### config.mk
export PLATFORM = sky130hd
export DESIGN_NAME = bit_serializer
export DESIGN_NICKNAME = d
export VERILOG_FILES = /design/src/rtl/bit_serializer.sv
export SDC_FILE = /design/constraint.sdc
export NUM_CORES = 1
export LEC_CHECK = 0
export CAP_MARGIN = 15
export CORE_MARGIN = 2
export CORE_UTILIZATION = 45
export DETAILED_ROUTE_END_ITERATION = 6
export DONT_BUFFER_PORTS = 1
export PLACE_DENSITY = 0.72
export SYNTH_ARGS = -nofsm -noshare
export SYNTH_HDL_FRONTEND = slang
export SYNTH_SLANG_ARGS = --single-unit
### constraint.sdc
create_clock -name clock -period 4.3 [get_ports clock]
set_clock_uncertainty 0.2 [all_clocks]
set_input_delay 0.215 -clock clock [delete_from_list [all_inputs] [get_ports clock]]
set_output_delay 0.215 -clock clock [all_outputs]
set_load 0.005 [all_outputs]
### src/rtl/bit_serializer.sv
// Parallel-to-serial front end: accepts WIDTH-bit words on a valid/ready
// handshake and shifts them out one bit per clock, idling the line at 0.
module bit_serializer #(
  parameter int WIDTH     = 8,
  parameter bit MSB_FIRST = 1'b1
) (
  input  logic                     clock,
  input  logic                     reset,
  input  logic                     load_valid,
  input  logic [WIDTH-1:0]         load_data,
  output logic                     load_ready,
  output logic                     serial_out,
  output logic                     serial_valid,
  output logic                     word_done,
  output logic [$clog2(WIDTH)-1:0] bit_count
);

  localparam int CW = $clog2(WIDTH);
  localparam logic [CW-1:0] LAST_CNT = CW'(WIDTH - 1);

  typedef enum logic {
    IDLE  = 1'b0,
    SHIFT = 1'b1
  } state_t;

  state_t           state_q, state_d;
  logic [WIDTH-1:0] sreg_q, sreg_d;
  logic [CW-1:0]    count_q, count_d;
  logic             accept;

  // Handshake: a word transfers on any rising edge where load_valid and
  // load_ready are both high; load_ready never depends on load_valid, and
  // the sender must hold load_valid/load_data stable until that edge.
  assign accept = load_valid && load_ready;

  // All outputs decode from registered state only.
  assign serial_valid = (state_q == SHIFT);
  assign word_done    = (state_q == SHIFT) && (count_q == '0);
  assign load_ready   = (state_q == IDLE) || word_done;
  assign serial_out   = serial_valid ? (MSB_FIRST ? sreg_q[WIDTH-1] : sreg_q[0]) : 1'b0;
  assign bit_count    = count_q;

  always_ff @(posedge clock or posedge reset) begin
    if (reset) begin
      state_q <= IDLE;
      sreg_q  <= '0;
      count_q <= '0;
    end else begin
      state_q <= state_d;
      sreg_q  <= sreg_d;
      count_q <= count_d;
    end
  end

  always_comb begin
    state_d = state_q;
    sreg_d  = sreg_q;
    count_d = count_q;
    case (state_q)
      IDLE: begin
        if (accept) begin
          state_d = SHIFT;
          sreg_d  = load_data;
          count_d = LAST_CNT;
        end
      end
      SHIFT: begin
        if (count_q != '0) begin
          sreg_d  = MSB_FIRST ? (sreg_q << 1) : (sreg_q >> 1);
          count_d = count_q - 1'b1;
        end else if (accept) begin
          // Reload on the last bit keeps the stream contiguous.
          sreg_d  = load_data;
          count_d = LAST_CNT;
        end else begin
          state_d = IDLE;
          sreg_d  = '0;
          count_d = '0;
        end
      end
      default: begin
        state_d = IDLE;
        sreg_d  = '0;
        count_d = '0;
      end
    endcase
  end

endmodule

==> flow_summary.yaml <==
run_status:
  outcome: "finished clean"
yosys:
  synth_area_leaders: "dfrtp_1 43%, mux2i_1 13%, a221o_1 10%, buf_6 4.9%, nor2_1 3.8%"
  ys_warn_count: 0
  ys_seq_area_share_pct: 43.32
  ys_async_sr_fraction_pct: 100.0
  synth_flop_cell: "dfrtp_1"
  synth_fp_nets: 79
  ys_seq_elements: 12
  netlist_area_um2: 693.2
  synth_cell_types: 21
  yosysTopAreaCell: "dfrtp_1"
  synth_area_per_cell_um2: 10.50
  synth_edf_count: 0
  synth.top_cell.area_share_pct: 43.32
  synthCells: 66
timing:
  hold_viol: 0
  worst_slack_ns: 2.443
  fin_crit_sh_pct: 43.19
  tightest_slew_ns: 0.5692
  setup_tns_ns: 0
  maxSlewHeadroom_pct: 62.05
  final-setup-viol-count: 0
  finalMaxSlewViolations: 0
  fmax_mhz: 538.5
  finalCriticalPeriod_ns: 1.857
  rsz0062_at_grt: "no"
  fin_hold_ws_ns: 0.01557
route:
  num_vias: 516
  drt_wl_total_um: 1383
  wl_per_cell_um: 15.37
  first_pass_iters: 4
  postRouteAntennaNets: 0
  drcViolationCount: 0
  viasPerCell: 5.733
  drt-initial-drc-count: 19
placed_design:
  dp.cells: 76
  hpwlAfterDp_um: 900.1
  pre_cts_ws_ns: 2.446
  port_buffers: 0
  gp_congestion: 0.7218
grt:
  grt_pass1_vias: 509
  gr-total-overflow: 0
  grt.total_usage_pct: 18.13
  grt_pass1_wl_um: 2380
  antenna_found_initial: 0
  grt_start_max_net_pins: 19
layout:
  area_growth_pct: 15.70
  seqCellArea_um2: 300.3
  final_cells: 90
  final_util_pct: 54.51
  n_antenna_cell: 0
  multi_input_area_um2: 322.8
  fill_cells: 137
  layout-drive-gt1-share_pct: 10.81
  final_nets: 88
cts:
  htreeDepth: 1
  clk_latency_ns: 0.27
  cts_buffer_depth: 2
  clkTransAtPathRegs_ns: 0.08
  cts_root_buffer: "clkbuf_4"
  cts_sinks: 12
  numCtsBuffers: 3
  cts_tree: "yes"
die:
  start_util_pct: 47.11
  io_pins: 18
  design.core.area_mm2: 0.001471
  die_y_um: 43.25
  dieWidth_um: 43.25
  rows: 14
  die_area_mm2: 0.001870
power_and_ir_drop:
  power.share.clock_pct: 20.1
  p_sw_uw: 157.2
  sw_frac_of_total_pct: 34.50
  power-per-cell-area_mw_per_mm2: 568.0
  p_seq_share_pct: 42.7
  p_leak_nw: 0.3864
  ir_worst_vdd_mv: 0.3171
  pwr-share-comb_pct: 37.2
  power.internal_uw: 298.4
worst_hold_path:
  min_path_type: "in -> reg"
critical_path:
  critPathKind: "reg -> reg"
  cp.arrival_ns: 1.81
  end_kind: "register"
  path_max_fanout: 8
  crit_required_ns: 4.26
  start_kind: "register"
flow_run:
  maxCapViolCount: 0
[Yosys cell counts (2+ instances only)]
cell type,instances
buf_6,3
a221o_1,7
a21oi_1,3
buf_2,2
and2_1,3
mux2i_1,9
inv_1,5
nor2_1,7
dfrtp_1,12
nor3_1,3
ha_1,2
[layout by cell type (no fill, tap or decap), types with 2 or more instances in the layout]
master / n
and2_1: 3
clkbuf_4: 3
a221o_1: 7
mux2i_1: 9
inv_1: 5
a21oi_1: 3
dfrtp_1: 12
nor2_1: 7
dlygate4sd3_1: 10
ha_1: 2
nor3_1: 3
[per-stage QoR]
stage	power, mW	cell area (µm²)
floorplan	0.3434	693.2
global placement	0.3509	665.6
detailed placement	0.3581	665.6
CTS	0.4588	802.0
global route	0.4951	802.0
finish	0.4555	802.0
[area by class of cell]
| class | instances | area share [%] |
|---|---|---|
| timing repair buffer | 10 | 12.48 |
| inverter | 6 | 2.808 |
| sequential | 12 | 37.44 |
| clock buffer | 4 | 4.524 |
| multi-input combinational | 42 | 40.25 |
| tap | 16 | 2.496 |
[path summary, 6_finish.rpt]
kind | start | endpoint | slack [ns] | cells past startpoint
max in group asynchronous | reset | bit_count[1] | 3.39 | 2
setup reg to reg | bit_count[0] | sreg_q[3] | 2.44 | 5
hold reg to reg | sreg_q[3] | sreg_q[4] | 0.31 | 1
min in group asynchronous | reset | sreg_q[5] | 0.20 | 2
setup / recovery | bit_count[0] | sreg_q[3] | 2.44 | 5
hold / removal | load_data[1] | sreg_q[1] | 0.02 | 3
[cells by family after synthesis]
kind of cell    share of synthesized area (%)
buf+inv                                 10.11
mux                                     13.00
fa+ha+maj                               3.610
flops                                   43.32
simple gates                            13.18
compound gates                          16.79
[flip-flops by register name, summed over array words and instances (netlist names)]
| signal | count |
|---|---|
| bit_count | 3 |
| serial_valid | 1 |
| sreg_q | 8 |
[worst max-delay path: stages, from the launching register on]
cell	delay, ns
dfrtp_1	0.39
inv_1	0.09
ha_1	0.25
nor2b_1	0.17
and2_1	0.26
a221o_1	0.39
[power by group through the flow]
stage / registers [mW] / logic (mW) / clock network [mW]
after floorplan: 0.179 / 0.164 / 0
after global placement: 0.196 / 0.155 / 0
after detailed placement: 0.197 / 0.161 / 0
after CTS: 0.194 / 0.171 / 0.0936
after global routing: 0.201 / 0.191 / 0.103
final: 0.195 / 0.169 / 0.0915
[layer usage]
metal | share of wire (%) | GRT usage, % | wire, µm | up-vias
li1 | - | - | - | 249
met1 | 45 | 23.72 | 627 | 247
met2 | 47 | 25.37 | 653 | 18
met3 | 6.0 | 7.660 | 83 | 2
met4 | 1.3 | 9.091 | 18 | 0
met5 | 0 | 0 | 0 | -
[what timing repair did]
action / in CTS / in global routing
hold buffers: 10 / 0
endpoints found under the hold margin: 24 / 0
endpoints found under the setup margin: 0 / 0
buffers inserted: 0 / 0
gates resized for setup: 0 / 0
Note: power is estimated with default switching activity, not from simulation.
